[src/rtl/dpram_pkg.sv]
// Shared widths and types for the dual-port-RAM FIFO controller.
// The RAM depth is fixed by AW; all counters are sized so that a full FIFO does not overflow them.
package dpram_pkg;
  localparam int DW    = 8;
  localparam int AW    = 4;
  localparam int DEPTH = 1 << AW;

  typedef logic [AW-1:0] addr_t;
  typedef logic [DW-1:0] data_t;
  typedef logic [AW:0]   cnt_t;    // 0..DEPTH words held in the RAM
  typedef logic [AW+1:0] lvl_t;    // 0..DEPTH+2 words held in total
endpackage

[src/rtl/dpram_fifo_obuf.sv]
// Two-entry output buffer behind the RAM read port; the head is presented first-word-fall-through.
// The caller guarantees that no write arrives while both entries are occupied.
module dpram_fifo_obuf
  import dpram_pkg::*;
(
  input  logic          clk,
  input  logic          reset,
  input  logic          wr_en,
  input  logic [DW-1:0] wr_data,
  input  logic          rd_en,
  output logic [DW-1:0] rd_data,
  output logic [1:0]    cnt
);
  data_t      mem_q [2];
  data_t      mem_d [2];
  logic       head_q, head_d;
  logic [1:0] cnt_q, cnt_d;

  always_comb begin
    // NOTE: combinational blocks use blocking '=' with every output defaulted first, so no latch is inferred.
    mem_d  = mem_q;
    head_d = head_q;
    cnt_d  = cnt_q;
    if (wr_en) mem_d[head_q ^ cnt_q[0]] = wr_data;
    if (rd_en) head_d = ~head_q;
    cnt_d = cnt_q + 2'(wr_en) - 2'(rd_en);
  end

  always_ff @(posedge clk) begin
    // NOTE: sequential state uses non-blocking '<=' so every flop samples pre-edge values.
    if (reset) begin
      head_q <= 1'b0;
      cnt_q  <= 2'd0;
    end else begin
      head_q <= head_d;
      cnt_q  <= cnt_d;
    end
  end

  // NOTE: the data storage is deliberately not reset; cnt_q alone decides which entries are meaningful.
  always_ff @(posedge clk) begin
    mem_q <= mem_d;
  end

  assign rd_data = mem_q[head_q];
  assign cnt     = cnt_q;
endmodule

[src/rtl/dpram_fifo_ctrl.sv]
// Turns a 16x8 dual-port RAM with 1-cycle read latency into a synchronous FIFO:
// valid/ready write stream in, first-word-fall-through valid/ready read stream out.
module dpram_fifo_ctrl
  import dpram_pkg::*;
(
  input  logic          clk,
  input  logic          reset,
  input  logic          s_valid,
  output logic          s_ready,
  input  logic [DW-1:0] s_data,
  output logic          m_valid,
  input  logic          m_ready,
  output logic [DW-1:0] m_data,
  output logic [AW+1:0] level,
  output logic          ram_we,
  output logic [AW-1:0] ram_waddr,
  output logic [DW-1:0] ram_din,
  output logic          ram_re,
  output logic [AW-1:0] ram_raddr,
  input  logic [DW-1:0] ram_dout
);
  addr_t      wptr_q, wptr_d;
  addr_t      rptr_q, rptr_d;
  cnt_t       ram_cnt_q, ram_cnt_d;
  logic       rd_pend_q, rd_pend_d;
  logic [1:0] ob_cnt;
  logic [2:0] ob_occ;
  logic       push, pop, rd;

  always_comb begin
    s_ready = !reset && (ram_cnt_q < cnt_t'(DEPTH));
    m_valid = !reset && (ob_cnt != 2'd0);
    push    = s_valid & s_ready;
    pop     = m_valid & m_ready;

    // Buffer slots already spoken for after this cycle's pop; a read is issued only if one stays free.
    ob_occ  = {1'b0, ob_cnt} + {2'b00, rd_pend_q} - {2'b00, pop};
    rd      = !reset && (ram_cnt_q != cnt_t'(0)) && (ob_occ < 3'd2);

    ram_we    = push;
    ram_waddr = wptr_q;
    ram_din   = s_data;
    ram_re    = rd;
    ram_raddr = rptr_q;

    wptr_d    = wptr_q + addr_t'(push);
    rptr_d    = rptr_q + addr_t'(rd);
    ram_cnt_d = ram_cnt_q + cnt_t'(push) - cnt_t'(rd);
    rd_pend_d = rd;

    level = reset ? '0 : lvl_t'(ram_cnt_q) + lvl_t'(rd_pend_q) + lvl_t'(ob_cnt);
  end

  always_ff @(posedge clk) begin
    if (reset) begin
      wptr_q    <= '0;
      rptr_q    <= '0;
      ram_cnt_q <= '0;
      rd_pend_q <= 1'b0;
    end else begin
      wptr_q    <= wptr_d;
      rptr_q    <= rptr_d;
      ram_cnt_q <= ram_cnt_d;
      rd_pend_q <= rd_pend_d;
    end
  end

  // A read still in flight when reset hits returns stale data; it must not land in the buffer.
  dpram_fifo_obuf u_obuf (
    .clk     (clk),
    .reset   (reset),
    .wr_en   (rd_pend_q & !reset),
    .wr_data (ram_dout),
    .rd_en   (pop),
    .rd_data (m_data),
    .cnt     (ob_cnt)
  );
endmodule

[config.mk]
export PLATFORM = sky130hd
export DESIGN_NAME = dpram_fifo_ctrl
export DESIGN_NICKNAME = d
export VERILOG_FILES = /design/src/rtl/dpram_pkg.sv /design/src/rtl/dpram_fifo_obuf.sv /design/src/rtl/dpram_fifo_ctrl.sv
export SDC_FILE = /design/constraint.sdc
export NUM_CORES = 1
export LEC_CHECK = 0
export CORE_AREA = 2 2 83 45
export CTS_CLUSTER_DIAMETER = 80
export DETAILED_ROUTE_END_ITERATION = 8
export DIE_AREA = 0 0 85 47
export DONT_BUFFER_PORTS = 1
export PLACE_DENSITY = 0.78
export SLEW_MARGIN = 20
export SYNTH_ARGS = -nofsm -noshare
export SYNTH_HDL_FRONTEND = slang
export SYNTH_SLANG_ARGS = --single-unit
[constraint.sdc]
create_clock -name clk -period 6.2 [get_ports clk]
set_input_delay 1.24 -clock clk [delete_from_list [all_inputs] [get_ports clk]]
set_output_delay 1.24 -clock clk [all_outputs]
set_load 0.01 [all_outputs]
Word level (Yosys, flattened, before mapping)
Cells that the tools add are included.
{ "word_totals": {"elab_cells": 45, "ff_bits": 33, "output_inout_bits": 34} }
{ "classes": {"n_addsub": 10, "bitwise_logic": 7, "reduce_logical": 8, "mux": 7, "n_lt_le_gt_ge": 5} }
{ "op_table": {"columns": ["op", "count"], "rows": [
  ["2-to-1 mux 8 bit", 4],
  ["bitwise mux 16 bit", 1],
  ["adder 4 x 1 -> 4 bit", 2],
  ["demux 8 bit (select 1 bit)", 1],
  ["adder 5 x 1 -> 6 bit", 1],
  ["adder 6 x 2 -> 6 bit", 1],
  ["2-to-1 mux 6 bit", 1],
  ["adder 5 x 1 -> 5 bit", 1],
  ["logical AND 1 bit", 5],
  ["less-than comparator 5 bit (second input constant)", 1],
  ["nonzero test 5 bit", 1],
  ["subtractor 5 x 1 -> 5 bit", 1],
  [">= comparator 2 bit (second input constant)", 2],
  ["NOT 1 -> 2 bit", 2],
  ["adder 2 x 1 -> 3 bit", 1],
  ["AND 1 bit", 3],
  ["less-than comparator 3 x 2 -> 1 bit (second input constant)", 1],
  ["subtractor 3 x 1 -> 3 bit", 1],
  ["adder 2 x 1 -> 2 bit", 1],
  ["less-than comparator 2 x 1 -> 1 bit (second input constant)", 1],
  ["nonzero test 2 bit", 1],
  ["subtractor 2 x 1 -> 2 bit", 1],
  ["zero test 1 bit", 1],
  ["NOT 1 bit", 1],
  ["bitwise XOR 1 bit", 1]
]} }

Longest topological paths before layout
Gate-level depths: netlist of the first run.
{ "logic_depth": {"depth_word": 7, "ltp_mapped": 15} }

Cells and area by module
Synthesis of the first run repeated with hierarchy kept, for this count alone.
{ "unflattened": {"hier_cells": 146, "hier_area_um2": 1719.1} }
{ "modules_own_cells": {"columns": ["module", "area_per_inst_um2", "instances", "seq_area_each_um2", "cells_per_inst"], "rows": [
  ["dpram_fifo_ctrl", 978.4, 1, 280.3, 106],
  ["dpram_fifo_obuf", 740.7, 1, 540.5, 40]
]} }

Least setup slack after synthesis of the first run
No wires, ideal clock.
{ "synth_timing": {"kind": "input port to flip-flop", "from": "input reset", "to": "register ram_cnt_q[4]", "t_arrival_ns": 4.710, "setup_ns": 0.121, "stages": 15, "path_slack_ns": 1.369, "path_buffers": 0, "cell_sequence": "o21ba_2 -> and2_4 -> ha_1 -> nand2b_1 -> fa_1 -> xor2_1 -> nor4b_1 -> ha_1 -> inv_1 -> ha_1 -> inv_1 -> fa_1 -> and2b_4 -> o31ai_4 -> mux2_4"} }
{ "synth_between": {"elab_chain_cells": 7, "elab_cells_between_ends": 11, "cone_classes": "add/sub: 3; order compare: 1; bitwise: 2; reduce/logical: 5"} }
{ "synth_lines": {"columns": ["element", "line_no", "text"], "rows": [
  ["from (decl)", "dpram_fifo_ctrl.sv:7", "input logic reset,"],
  ["zero test 1 bit", "dpram_fifo_ctrl.sv:32", "m_valid = !reset && (ob_cnt != 2'd0);"],
  ["logical AND 1 bit", "dpram_fifo_ctrl.sv:32", null],
  ["AND 1 bit", "dpram_fifo_ctrl.sv:34", "pop = m_valid & m_ready;"],
  ["net pop", "dpram_fifo_ctrl.sv:28", "logic push, pop, rd;"],
  ["subtractor 3 x 1 -> 3 bit", "dpram_fifo_ctrl.sv:37", "ob_occ = {1'b0, ob_cnt} + {2'b00, rd_pend_q} - {2'b00, pop};"],
  ["less-than comparator 3 x 2 -> 1 bit", "dpram_fifo_ctrl.sv:38", "rd = !reset && (ram_cnt_q != cnt_t'(0)) && (ob_occ < 3'd2);"],
  ["logical AND 1 bit", "dpram_fifo_ctrl.sv:38", null],
  ["net ram_re", "dpram_fifo_ctrl.sv:18", "output logic ram_re,"],
  ["subtractor 5 x 1 -> 5 bit", "dpram_fifo_ctrl.sv:48", "ram_cnt_d = ram_cnt_q + cnt_t'(push) - cnt_t'(rd);"],
  ["to (signal assigned)", "dpram_fifo_ctrl.sv:63", "ram_cnt_q <= ram_cnt_d;"],
  ["to (decl)", "dpram_fifo_ctrl.sv:24", "cnt_t ram_cnt_q, ram_cnt_d;"]
]} }
The timed path passes the listed nets, and every way through them passes these cells.
A chain may end at the register's enable or synchronous reset.

Final worst setup path of the first run
{ "layout_timing": {"from": "input reset", "to": "register ram_cnt_q[4]"} }
{ "layout_between": {"elab_chain_cells": 7, "elab_cells_between_ends": 11, "cone_classes": "add/sub: 3; order compare: 1; bitwise: 2; reduce/logical: 5"} }
{ "layout_lines": {"columns": ["element", "line_no"], "rows": [
  ["zero test 1 bit", "dpram_fifo_ctrl.sv:32"],
  ["logical AND 1 bit", "dpram_fifo_ctrl.sv:32"],
  ["AND 1 bit", "dpram_fifo_ctrl.sv:34"],
  ["net pop", "dpram_fifo_ctrl.sv:28"],
  ["subtractor 3 x 1 -> 3 bit", "dpram_fifo_ctrl.sv:37"],
  ["less-than comparator 3 x 2 -> 1 bit", "dpram_fifo_ctrl.sv:38"],
  ["logical AND 1 bit", "dpram_fifo_ctrl.sv:38"],
  ["subtractor 5 x 1 -> 5 bit", "dpram_fifo_ctrl.sv:48"]
]} }
The timed path passes the listed nets, and every way through them passes these cells.

==> results.tsv, run 1 <==
stage	metric	value	unit
floorplanning	die_w	85	microns
sta	finClkSkew	0.00813	ns
clocking	clock-sinks	33	
min_path	min_to	ram_raddr[3]	
global_routing	grt_overflow_total	0	
yosys	seq_area_frac_synth	47.2	%
clocking	clock_latency	0.28	ns
sta	maxSlewHeadroom	50.5	%
power	max-vdd-ir-drop	0.162	mV
yosys	ys_types	29	
yosys	yosys-top-cells-area	edfxtp_1 (28%), dfxtp_1 (20%), ha_1 (12%), mux2_2 (5.2%), fa_1 (4.6%)	
finish	fin_nets	181	
place	place_area	0.00171	sq mm
sta	final.min_clock_period	4.54	ns
sta	setup_viol	0	
finish	postLayoutCellArea	0.00181	sq mm
setup_path	worstPathArrival	4.72	ns
yosys	yosysWarnings	0	
floorplanning	die_y	47	microns
global_routing	grt_pass1_wl	4.69	mm
setup_path	path_max_fanout	29	
global_routing	grt_pass1_vias	962	
clocking	clock_path_buffers	2	
yosys	yosys_most_used_dff	dfxtp_1	
setup_path	r2r-end	ram_cnt_q[4]	
floorplanning	io_pins	54	
power	p_per_area	460	mW/mm^2
routing	drt-vias-per-instance	5.39	
sta	whs	0.603	ns
yosys	ys_seq_elements	33	
routing	wl_per_cell	16.9	microns
setup_path	r2r_cells	16	
clocking	h-tree-depth	2	
yosys	syn_area_per_cell	12.0	sq um
run	cap_violations	0	
yosys	synth_area_leader_cell	edfxtp_1	
sta	worst_slack	1.66	ns
yosys	netlist_area	0.00174	sq mm
place	hpwl	2.24	mm
finish	drive_gt1_share	15.5	%
yosys	synth_edf_count	16	
setup_path	cp_top_family	adder cells	
clocking	cts_setup_buffers	0	
sta	fmax	220	MHz
yosys	syn_nets	185	
yosys	synth.most_common_cell	dfxtp_1	
clocking	clkTransAtPathRegs	0.07	ns
setup_path	crit_buf_inv	3	
setup_path	endpoint_kind	flip-flop	
clocking	cts-buffers-inserted	5	
floorplanning	core.rowCount	15	
floorplanning	die_area	0.00400	sq mm
finish	antenna_cells	0	
clocking	ctsHoldBuffers	0	
sta	finalHoldViolCount	0	
min_path	worstHoldPathType	reg2reg	
power	p_total	0.833	mW
setup_path	cp_slowest_stage_delay	0.38	ns
min_path	whs_path_depth	2	
place	io_buffers	0	
yosys	syn_inst	145	
sta	min_period_over_period	73.3	%
finish	stdcell_count	184	
run_status	status	completed	
global_routing	grt_start_max_net_pins	30	
clocking	cts_resized	0	
setup_path	rr_startpoint	u_obuf.cnt[0]	
place	dpl.cell_count	176	
clocking	cts_tree	yes	
floorplanning	initial_core_util	52.9	%
setup_path	path_cells	o21ba_2 -> and2_4 -> ha_1 -> nand2b_1 -> fa_1 -> xor2_1 -> nor4b_1 -> buf_4 -> ha_1 -> inv_1 -> ha_1 -> inv_1 -> fa_1 -> and2b_4 -> o31ai_4 -> mux2_4	
yosys	synthArstFlopShare	0	%
sta	drv_slew	0	
global_routing	grt_antenna_before_repair	0	
routing	firstDrtPassIters	4	
routing	num_vias	991	
floorplanning	core	0.00328	sq mm
sta	worstMarginPinSlew	0.739	ns
setup_path	startpoint_type	primary input	
routing	ant_nets	0	
sta	rsz0062_at_grt	false	
setup_path	ff2ff_setup_slack	2.20	ns
power	leakage	0.709	nW
routing	wl	3.12	mm
routing	drtIter0Drc	41	
place	pre_cts_ws	1.54	ns
yosys	yosys.area.top_type_share	27.6	%
setup_path	worst_ep_required_time	6.37	ns
clocking	cts-root-buf	clkbuf_8	
finish	syn_to_final_growth	4.25	%
setup_path	slowest_stage	fa_1	
place	place_congestion	0.776	
routing	drcViolationCount	0	
setup_path	crit_top_cell	ha_1	
finish	finalCoreUtilization	55.2	%
setup_path	critPathKind	in2reg	
yosys	yosys-top-cells-count	dfxtp_1 (17), edfxtp_1 (16), ha_1 (16)	
sta	setup_tns	0	ns
global_routing	track_usage	16.2	%
min_path	worstHoldStart	ram_raddr[3]	
==> placed cells by master (no fill, tap or decap) <==
master     synthesis  routed
dfxtp_1           17      17
ha_1              16      16
edfxtp_1          16      16
nor2_1            13      13
nor2b_1           11      11
inv_1             10      10
mux2_2             8       8
nand2b_1           5       5
xor2_1             5       5
xnor2_1            5       5
clkbuf_8           0       5
nor4b_1            4       4
a21oi_1            4       4
fa_1               4       4
nand3_1            3       3
o21ba_2            1       1
and2_4             1       1
and2_1             1       1
inv_2              1       1
o21ai_0            1       1
or3_1              1       1
and2b_4            1       1
o31ai_4            1       1
mux2_4             1       1
mux2i_1            1       1
a31o_2             1       1
nor3_1             1       1
bufinv_16          0       1
clkinv_1           0       1
clkbuf_1           0       1
buf_4              8       1
==> registers in the layout, indices dropped and copies added (netlist names) <==
name           cells
ram_cnt_q          5
ram_raddr          4
ram_waddr          4
rd_pend_q          1
u_obuf.cnt         2
u_obuf.head_q      1
u_obuf.mem_q      16
==> cell families (layout without fill, tap and decap cells) <==
group	after synthesis	count (layout)	synth area share, %
AND/OR/NAND/NOR	41	41	13.5
flip-flops	33	33	47.2
buffers and inverters	23	20	7.70
adder cells (fa/ha/maj)	20	20	16.1
XOR/XNOR	10	10	5.04
multiplexers	10	10	6.62
AO/OA/AOI/OAI	8	8	3.74
==> tightest hold or removal path: cells and delay by family (launching register included) <==
| family | cells | cell delay (ns) |
|---|---|---|
| XOR/XNOR | 1 | 0.10 |
| flip-flops | 1 | 0.40 |
| AND/OR/NAND/NOR | 1 | 0.07 |
==> metal layers <==
metal / up-vias / global-route usage (%) / routed length (microns)
met5: - / 0 / 0
met4: 0 / 8.25 / 24
met3: 6 / 8.08 / 257
met2: 31 / 25.3 / 1460
met1: 485 / 19.3 / 1370
li1: 469 / - / -
==> where the power goes <==
group / total [mW] / internal, mW / switching (mW)
Sequential: 0.321 / 0.274 / 0.0479
Combinational: 0.320 / 0.155 / 0.165
Clock: 0.192 / 0.118 / 0.0734
==> worst max path at each step <==
stage	from	endpoint	slack (ns)	cells past startpoint
3_3_place_gp	reset	ram_cnt_q[4]	1.63	16
3_5_place_dp	reset	ram_cnt_q[4]	1.54	16
5_1_grt	reset	ram_cnt_q[4]	1.56	16
2_1_floorplan	reset	ram_cnt_q[4]	1.37	15
6_report	reset	ram_cnt_q[4]	1.66	16
4_1_cts	reset	ram_cnt_q[4]	1.66	16
==> area by class of cell <==
cell class / count / area, sq um
clock inverters: 2 / 33.8
clock buffers: 6 / 72.6
inverters: 11 / 41.3
fillers: 260 / 1470
well taps: 42 / 52.6
flip-flops and latches: 33 / 821
repair buffers: 1 / 7.51
multi-input cells: 89 / 783
Note: power is estimated with default switching activity, not from simulation.
==> run 2, diff against run 1 <==
==> constraint.sdc (replaced) <==
create_clock -name clk -period 4.41 [get_ports clk]
set_input_delay 0.882 -clock clk [delete_from_list [all_inputs] [get_ports clk]]
set_output_delay 0.882 -clock clk [all_outputs]
set_load 0.01 [all_outputs]
==> run 2 against run 1 <==
Effect of this change:
- die area did not move
- critical path depth fell by 1
- routed wire length down 9.9%
- total power is 34% higher
- combinational power is 42% higher
- final cell count did not move
- via count is 1.6% lower
- core utilization decreased by 0.42 points
- clock power up 12%
- design area fell by 0.76%
- non-clock buffer count unchanged
- sequential cell count unchanged
==> results.tsv, run 2 (same netlist as run 1, synthesis figures left out) <==
stage	metric	value	unit
floorplanning	io_pins	54	
clocking	ctsHoldBuffers	0	
place	dpl.cell_count	176	
place	hpwl	2.15	mm
min_path	worstHoldPathType	reg2reg	
setup_path	critPathKind	in2reg	
finish	finalCoreUtilization	54.7	%
sta	setup_viol	0	
finish	stdcell_count	184	
sta	setup_tns	0	ns
power	p_per_area	621	mW/mm^2
power	combinationalPowerShare	40.7	%
power	internal-power	0.716	mW
sta	finClkSkew	0.00419	ns
finish	antenna_cells	0	
setup_path	endpoint_kind	flip-flop	
sta	whs	0.585	ns
setup_path	worst_ep_required_time	4.58	ns
power	clkPwrFrac	19.3	%
routing	ant_nets	0	
floorplanning	die_w	85	microns
sta	finalHoldViolCount	0	
floorplanning	die_area	0.00400	sq mm
power	leakage	0.702	nW
routing	wl_per_cell	15.3	microns
sta	maxSlewHeadroom	47.6	%
setup_path	slowest_stage	fa_1	
clocking	cts_setup_buffers	0	
finish	postLayoutCellArea	0.00180	sq mm
finish	syn_to_final_growth	3.46	%
global_routing	met2_usage	21.3	%
routing	drcViolationCount	0	
place	place_area	0.00171	sq mm
power	max-vdd-ir-drop	0.287	mV
sta	fmax	255	MHz
clocking	clock_latency	0.28	ns
floorplanning	core	0.00328	sq mm
place	io_buffers	0	
routing	drt-vias-per-instance	5.30	
finish	largest-register	u_obuf.mem_q	
floorplanning	die_y	47	microns
finish	final_cell_mix	dfxtp_1 (17), ha_1 (16), edfxtp_1 (16), nor2_1 (13), nor2b_1 (11)	
global_routing	track_usage	14.4	%
routing	wl	2.81	mm
clocking	cts-buffers-inserted	5	
finish	fin_nets	181	
routing	num_vias	975	
sta	rsz0062_at_grt	false	
min_path	whs_path_depth	2	
global_routing	grt_pass1_vias	917	
floorplanning	core.rowCount	15	
global_routing	grt_start_max_net_pins	30	
global_routing	grt_antenna_before_repair	0	
clocking	h-tree-depth	2	
clocking	cts_tree	yes	
finish	largest_reg_flops	16	
setup_path	ff2ff_setup_slack	0.66	ns
routing	firstDrtPassIters	4	
global_routing	met3_usage	7.91	%
routing	drtIter0Drc	62	
power	pwr-share-seq	40.0	%
clocking	clkTransAtPathRegs	0.07	ns
power	power.share.switching	35.9	%
sta	drv_slew	0	
sta	final.min_clock_period	3.93	ns
finish	layout_commonest_cell	dfxtp_1	
finish	fillCellCount	264	
global_routing	top_usage_layer	met2	
global_routing	use_met1	18.0	%
clocking	clock-sinks	33	
clocking	cts-root-buf	clkbuf_8	
floorplanning	initial_core_util	52.9	%
finish	final-seq-area	821	sq um
global_routing	grt_overflow_total	0	
sta	min_period_over_period	89.0	%
finish	multi_input_area	790	sq um
run_status	status	completed	
clocking	cts_resized	0	
finish	reg_top3	u_obuf.mem_q: 16 flops, ram_cnt_q: 5 flops	
setup_path	r2r_cells	15	
run	cap_violations	0	
setup_path	crit_top_cell	ha_1	
sta	worst_slack	0.484	ns
setup_path	startpoint_type	primary input	
setup_path	cp_slowest_stage_delay	0.38	ns
place	pre_cts_ws	0.208	ns
finish	drive_gt1_share	17.6	%
power	switchingPower	0.401	mW
global_routing	grt_pass1_wl	4.22	mm
setup_path	path_cells	o21ba_2 -> and2_4 -> ha_1 -> nand2b_1 -> fa_1 -> xor2_1 -> nor4b_2 -> ha_1 -> inv_1 -> ha_1 -> inv_1 -> fa_1 -> and2b_4 -> o31ai_4 -> mux2_4	
setup_path	path_max_fanout	29	
place	place_congestion	0.785	
setup_path	worstPathArrival	4.09	ns
sta	worstMarginPinSlew	0.785	ns
clocking	clock_path_buffers	2	
power	p_total	1.12	mW
## run 2: cell count changes in the layout (fill, tap and decap cells not counted), sizes merged
| cell | change |
|---|---|
| clkinvlp | +1 |
| clkbuf | -1 |
| clkinv | +1 |
| bufinv | -1 |
## run 2: worst max-delay path: cells and delay by family
| kind | cells | cell delay (ns) |
|---|---|---|
| AOI/OAI and AO/OA | 2 | 0.32 |
| muxes | 1 | 0.30 |
| buffers and inverters | 2 | 0.12 |
| xor gates and xnor gates | 1 | 0.18 |
| and+or+nand+nor | 4 | 0.89 |
| adders and majority gates | 5 | 1.40 |
## run 2: power by group through the flow
stage | Sequential (mW) | Clock [mW] | Combinational, mW
after global placement | 0.452 | 0 | 0.427
after CTS | 0.447 | 0.221 | 0.460
after global routing | 0.457 | 0.233 | 0.504
after detailed placement | 0.454 | 0 | 0.454
final | 0.446 | 0.216 | 0.454
after floorplan | 0.432 | 0 | 0.382
## run 2: area by class of cell
type                            instances  area share [%]
Sequential cell                        33            45.7
Multi-Input combinational cell         89            43.9
Clock buffer                            5            3.83
Tap cell                               42            2.92
Inverter                               11            2.30
Clock inverter                          3           0.974
Timing Repair Buffer                    1           0.418
## run 2: final timing paths
path                      start      endpoint
setup / recovery          reset  ram_cnt_q[4]
hold / removal     ram_raddr[3]  ram_raddr[3]
setup reg to reg  u_obuf.cnt[1]  ram_cnt_q[4]
hold reg to reg    ram_raddr[3]  ram_raddr[3]
## run 2: layer usage
metal | part of all wire, % | routed length [microns]
met1 | 48 | 1340
met5 | 0 | 0
met2 | 44 | 1240
met4 | 0.71 | 20
met3 | 7.6 | 213
